## src/rtl/pci_cfg_arb.sv

```systemverilog
// -----------------------------------------------------------------------------
// pci_cfg_arb
//
// Arbitrates NREQ requesters for the single pci_cfg register port. One access is
// sequenced at a time through IDLE -> ISSUE -> WAIT -> RESP, so a transaction
// occupies exactly four cycles:
//   IDLE  : winner selected, req_ready[winner] pulses, request fields latched
//   ISSUE : cfg_enable high for this cycle only
//   WAIT  : pci_cfg's registered cfg_read_val is captured into rsp_rdata
//   RESP  : rsp_valid[owner] pulses (write acks included, with rsp_rdata = 0)
//
// Optional feature macro: PCI_CFG_ARB_RR_EN
//   defined   : round-robin; search starts one past the last winner
//   undefined : fixed priority; lowest valid index wins, no pointer exists
//
// Parameters
//   NREQ   number of requesters, 1..8
//   OFF_W  config dword offset width, matches pci_cfg cfg_offset
//
// Ports
//   clk            clock, all logic on posedge
//   rst            asynchronous active-low reset
//   req_valid      per-requester request
//   req_ready      one-hot accept pulse (combinational, IDLE only)
//   req_iswrite    per-requester direction, 1 = write
//   req_offset     packed offsets, requester i at [i*OFF_W +: OFF_W]
//   req_wdata      packed write data, requester i at [i*32 +: 32]
//   rsp_valid      one-hot completion pulse to the owning requester
//   rsp_rdata      read data, held until the next capture
//   cfg_enable     access strobe to pci_cfg
//   cfg_iswrite    access direction to pci_cfg
//   cfg_offset     access offset to pci_cfg
//   cfg_write_val  write data to pci_cfg
//   cfg_read_val   registered read data from pci_cfg, valid one cycle after enable
// -----------------------------------------------------------------------------
module pci_cfg_arb #(
  parameter int NREQ  = 2,
  parameter int OFF_W = 6
) (
  input  logic                  clk,
  input  logic                  rst,
  input  logic [NREQ-1:0]       req_valid,
  output logic [NREQ-1:0]       req_ready,
  input  logic [NREQ-1:0]       req_iswrite,
  input  logic [NREQ*OFF_W-1:0] req_offset,
  input  logic [NREQ*32-1:0]    req_wdata,
  output logic [NREQ-1:0]       rsp_valid,
  output logic [31:0]           rsp_rdata,
  output logic                  cfg_enable,
  output logic                  cfg_iswrite,
  output logic [OFF_W-1:0]      cfg_offset,
  output logic [31:0]           cfg_write_val,
  input  logic [31:0]           cfg_read_val
);

  localparam int IDX_W = (NREQ > 1) ? $clog2(NREQ) : 1;

  typedef enum logic [1:0] {
    IDLE  = 2'd0,
    ISSUE = 2'd1,
    WAIT  = 2'd2,
    RESP  = 2'd3
  } state_t;

  state_t             state;
  logic [IDX_W-1:0]   owner;

`ifdef PCI_CFG_ARB_RR_EN
  // Index of the most recent winner; the search begins just above it.
  logic [IDX_W-1:0]   ptr;
  logic [NREQ-1:0]    upper;
`endif

  logic [NREQ-1:0]    cand;
  logic               win_found;
  logic [IDX_W-1:0]   win_idx;
  logic [NREQ-1:0]    grant;
  logic [NREQ-1:0]    owner_oh;
  logic               sel_wr;
  logic [OFF_W-1:0]   sel_off;
  logic [31:0]        sel_wdata;

  // ---------------------------------------------------------------------------
  // Winner selection and request field mux.
  // Round-robin is done as two fixed-priority passes: first over requesters with
  // an index above the pointer, then (if none) over all requesters. That gives
  // the "pointer+1 mod NREQ, first valid wins" order with constant loop indices.
  // ---------------------------------------------------------------------------
  always_comb begin
    // NOTE: every signal written here gets a default first, so no path leaves a
    // value unassigned and no latch is inferred.
    cand      = req_valid;
    win_idx   = '0;
    grant     = '0;
    owner_oh  = '0;
    sel_wr    = 1'b0;
    sel_off   = '0;
    sel_wdata = '0;

`ifdef PCI_CFG_ARB_RR_EN
    upper = '0;
    for (int i = 0; i < NREQ; i++) begin
      upper[i] = (i > int'(ptr));
    end
    if ((req_valid & upper) != '0) begin
      cand = req_valid & upper;
    end
`endif

    win_found = (cand != '0);

    // Scan downwards so the lowest candidate index is the one left standing.
    for (int i = NREQ - 1; i >= 0; i--) begin
      if (cand[i]) begin
        win_idx = IDX_W'(i);
      end
    end

    for (int i = 0; i < NREQ; i++) begin
      grant[i]    = win_found && (win_idx == IDX_W'(i));
      owner_oh[i] = (owner == IDX_W'(i));
      if (win_idx == IDX_W'(i)) begin
        sel_wr    = req_iswrite[i];
        sel_off   = req_offset[i*OFF_W +: OFF_W];
        sel_wdata = req_wdata[i*32 +: 32];
      end
    end
  end

  // The accept pulse has to be visible in the same IDLE cycle the requester is
  // chosen, so it is combinational. It is also forced low while reset is held,
  // keeping every output at 0 during reset even with requests pending.
  assign req_ready = (rst && (state == IDLE)) ? grant : '0;

  // ---------------------------------------------------------------------------
  // Sequencer. The cfg_* registers double as the latched request fields: they
  // are loaded on acceptance and then simply hold, which is what pci_cfg sees
  // outside ISSUE (don't-care there since cfg_enable is low).
  // ---------------------------------------------------------------------------
  always_ff @(posedge clk or negedge rst) begin
    if (!rst) begin
      // NOTE: every register, including datapath holding registers, is reset so
      // all outputs read 0 immediately on reset and an aborted access leaves no
      // trace behind.
      state         <= IDLE;
      owner         <= '0;
      rsp_valid     <= '0;
      rsp_rdata     <= '0;
      cfg_enable    <= 1'b0;
      cfg_iswrite   <= 1'b0;
      cfg_offset    <= '0;
      cfg_write_val <= '0;
`ifdef PCI_CFG_ARB_RR_EN
      ptr           <= IDX_W'(NREQ - 1);
`endif
    end else begin
      // NOTE: non-blocking assignments throughout, so every register in this
      // block updates from the values present before the clock edge.
      case (state)
        IDLE: begin
          if (win_found) begin
            owner         <= win_idx;
            cfg_iswrite   <= sel_wr;
            cfg_offset    <= sel_off;
            cfg_write_val <= sel_wdata;
            cfg_enable    <= 1'b1;
`ifdef PCI_CFG_ARB_RR_EN
            ptr           <= win_idx;
`endif
            state         <= ISSUE;
          end
        end

        ISSUE: begin
          cfg_enable <= 1'b0;
          state      <= WAIT;
        end

        WAIT: begin
          // pci_cfg registered its read data on the ISSUE edge; it is valid now.
          rsp_rdata <= cfg_iswrite ? 32'h0 : cfg_read_val;
          rsp_valid <= owner_oh;
          state     <= RESP;
        end

        RESP: begin
          rsp_valid <= '0;
          state     <= IDLE;
        end

        default: begin
          cfg_enable <= 1'b0;
          rsp_valid  <= '0;
          state      <= IDLE;
        end
      endcase
    end
  end

endmodule

```

## config.mk

```make
export PLATFORM = sky130hd
export DESIGN_NAME = pci_cfg_arb
export DESIGN_NICKNAME = d
export VERILOG_FILES = /design/src/rtl/pci_cfg_arb.sv
export SDC_FILE = /design/constraint.sdc
export NUM_CORES = 1
export LEC_CHECK = 0
export ABC_AREA = 0
export CORE_MARGIN = 1.5
export CORE_UTILIZATION = 41
export CTS_BUF_LIST = sky130_fd_sc_hd__clkbuf_4 sky130_fd_sc_hd__clkbuf_8
export DETAILED_ROUTE_END_ITERATION = 8
export PLACE_DENSITY = 0.82
export SLEW_MARGIN = 20
export SYNTH_ARGS = -nofsm -noshare
export SYNTH_HDL_FRONTEND = slang
export SYNTH_SLANG_ARGS = --single-unit
```

## constraint.sdc

```tcl
create_clock -name clk -period 1.95 [get_ports clk]
set_input_delay 0.39 -clock clk [delete_from_list [all_inputs] [get_ports clk]]
set_output_delay 0.39 -clock clk [all_outputs]
set_load 0.01 [all_outputs]
```

==> impl_metrics.ini <==
[status]
status = complete, no violations

[run]
max_cap_violations = 0

[clock_network]
clk_latency_ps = 340
cts_tree = built
htree_levels = 3
cts_inserted_buffers = 9
clk_pin_slew_ps = 80
cts-root-buf = clkbuf_8
cts_buffer_depth = 2
clock-sinks = 77
hold_buffers = 0

[synthesis]
avgSynthCellArea_um2 = 9.93
synth_edf_count = 0
synth.ff_latch_count = 77
dominantRegCellSynth = dfrtp_1
syn_inst = 360
syn_nets = 479
synth_seq_area_share_pct = 53.9
async_flop_share_pct = 100
ys_warn_count = 0
synth_cell_types = 26
netlist_area_mm2 = 0.00358

[route]
first_pass_iters = 4
via_count = 3443
finalWirelength_um = 10300
vias_per_cell = 5.23
routedWlPerCell_um = 15.6
drc = 0
antenna_left = 0
first_iter_violations = 142

[cells_and_area]
final_cell_area_mm2 = 0.00579
layout-drive-gt1-share_pct = 9.40
final_nets = 668
antenna_cells = 0
syn_to_final_growth_pct = 61.8

[power_and_ir_drop]
netSwitchingPower_mw = 2.89
clock_power_share_pct = 17.5
power_frac_comb_pct = 48.0
powerDensity_mw_per_mm2 = 1400
p_int_mw = 5.22
netSwitchingFraction_pct = 35.7
p_seq_share_pct = 34.5
leakagePower_nw = 2.35
ir_worst_vdd_uv = 719

[timing]
max_freq_mhz = 543
min_period_ps = 1840
setup_viol = 0
rsz0062_at_grt = false
clock_skew_ps = 9.78
hold_viol_final = 0
setup_tns_ps = 0
relSlewSlack_pct = 37.4
worst_pin_slew_ps = 939
slew_viol_final = 0
fin_crit_sh_pct = 94.4

[critical_path]
timing.critical_path.from_type = register
cp.arrival_ps = 2070
critPathKind = reg2reg
worstPathRequired_ps = 2180
cp-end-kind = register
worstPathMaxFanout = 42

[placed_design]
gp_congestion = 0.784
dp_hpwl_um = 7400
place_area_mm2 = 0.00554
port_buffers = 189

[hold_path]
hp-class = in2async

[global_routing]
grt-ovfl-total = 0
grt_pass1_vias = 3271
antenna_found_initial = 0
track_usage_pct = 22.0
grt_start_max_net_pins = 78
grt_pass1_wl_um = 15500

[floorplan]
start_util_pct = 42.9
dieArea_mm2 = 0.00929
die_h_um = 96.4
boundaryPins = 190
placeableCoreArea_mm2 = 0.00834
fp.dieW_um = 96.4
rows = 33
worst max-delay path: stages (launching register included):
cell	delay, ps
dfrtp_1	400
inv_2	90
ha_4	160
buf_4	400
nand2_1	140
buf_4	270
o22ai_1	190
nor2_1	70
flip-flops by register name (all words and copies together), names as in the netlist:
register,cells
rsp_valid,2
state,2
cfg_offset,6
cfg_iswrite,1
rsp_rdata,32
cfg_enable,1
cfg_write_val,32
owner,1
what timing repair did:
action / 4_1_cts / 5_1_grt
endpoints found under the setup margin: 3 / 21
gates resized for setup: 5 / 3
setup buffers: 1 / 0
cell type report:
cell class,instances,area [um2]
Clock buffer,9,124
Clock inverter,6,113
Multi-Input combinational cell,218,1340
Sequential cell,77,1930
Timing Repair Buffer,206,2010
Tap cell,105,131
Inverter,37,139
Fill cell,640,2550
power groups by stage:
stage / Sequential, mW / Combinational (mW) / Clock [mW]
after floorplan: 3.05 / 1.63 / 0
after global placement: 2.79 / 3.76 / 0
after detailed placement: 2.81 / 3.89 / 0
after CTS: 2.80 / 3.93 / 1.45
after global routing: 2.88 / 4.25 / 1.53
final: 2.80 / 3.90 / 1.42
cells in the final DEF (no fill, tap or decap), types with 3 or more instances in the layout:
master and count:
a21oi_1 3, buf_4 18, bufinv_16 3, clkbuf_8 9, clkdlybuf4s50_1 186, dfrtp_1 77, ha_1 4, inv_1 35
nand2_1 35, nand2b_1 13, nor2_1 41, o21ai_0 11, o21ai_1 21, o22ai_1 50, o32ai_1 16, o32ai_2 11
kinds of logic (layout without fill, tap and decap cells):
logic type | count (synthesis) | count (layout) | share of synthesized area, %
compound gates | 113 | 113 | 22.8
simple gates | 97 | 97 | 11.8
flops | 77 | 77 | 53.9
buf+inv | 65 | 258 | 8.96
fa+ha+maj | 5 | 5 | 1.75
mux | 3 | 3 | 0.875
metrics by stage:
stage / hold slack, ps / total power, mW / util [%] / cells / setup WS, ps
global route: 389 / 8.66 / 69.4 / 658 / 6.73
floorplan: 94.4 / 4.68 / - / 360 / 340
finish: 312 / 8.12 / 69.4 / 658 / 110
detailed placement: 487 / 6.71 / 66.4 / 642 / -137
CTS: 350 / 8.18 / 69.4 / 658 / 13.9
global placement: 487 / 6.55 / 66.4 / 642 / -86.2
metal layers:
metal / vias up / share of wire, % / track usage [%]
met5: - / 0 / 0
met4: 0 / 1.8 / 7.61
met3: 21 / 9.7 / 6.42
met2: 155 / 49 / 37.6
met1: 1630 / 40 / 26.5
li1: 1637 / - / -
Yosys cell counts (5+ instances only):
master / n / area share (%)
o21ai_1: 21 / 2.9
o21ai_0: 11 / 1.5
dfrtp_1: 77 / 54
buf_2: 16 / 2.2
o32ai_1: 16 / 3.9
ha_1: 5 / 1.7
nand2b_1: 13 / 2.3
nor2_1: 41 / 4.3
nand2_1: 35 / 3.7
o32ai_2: 11 / 5.0
inv_1: 37 / 3.9
o22ai_1: 50 / 8.7
buf_6: 6 / 1.9
worst paths after layout:
check                                   from                end  slack, ps  depth (start not counted)
setup / recovery                    state[0]      cfg_offset[5]        110                          7
hold / removal                           rst       rsp_rdata[3]        310                          2
setup reg to reg                    state[0]      cfg_offset[5]        110                          7
hold reg to reg            cfg_write_val[24]  cfg_write_val[24]        500                          2
max in group asynchronous                rst      rsp_rdata[26]       1040                          2
min in group clk           cfg_write_val[24]  cfg_write_val[24]        500                          2
No activity file was read; power rests on OpenSTA's default activity.
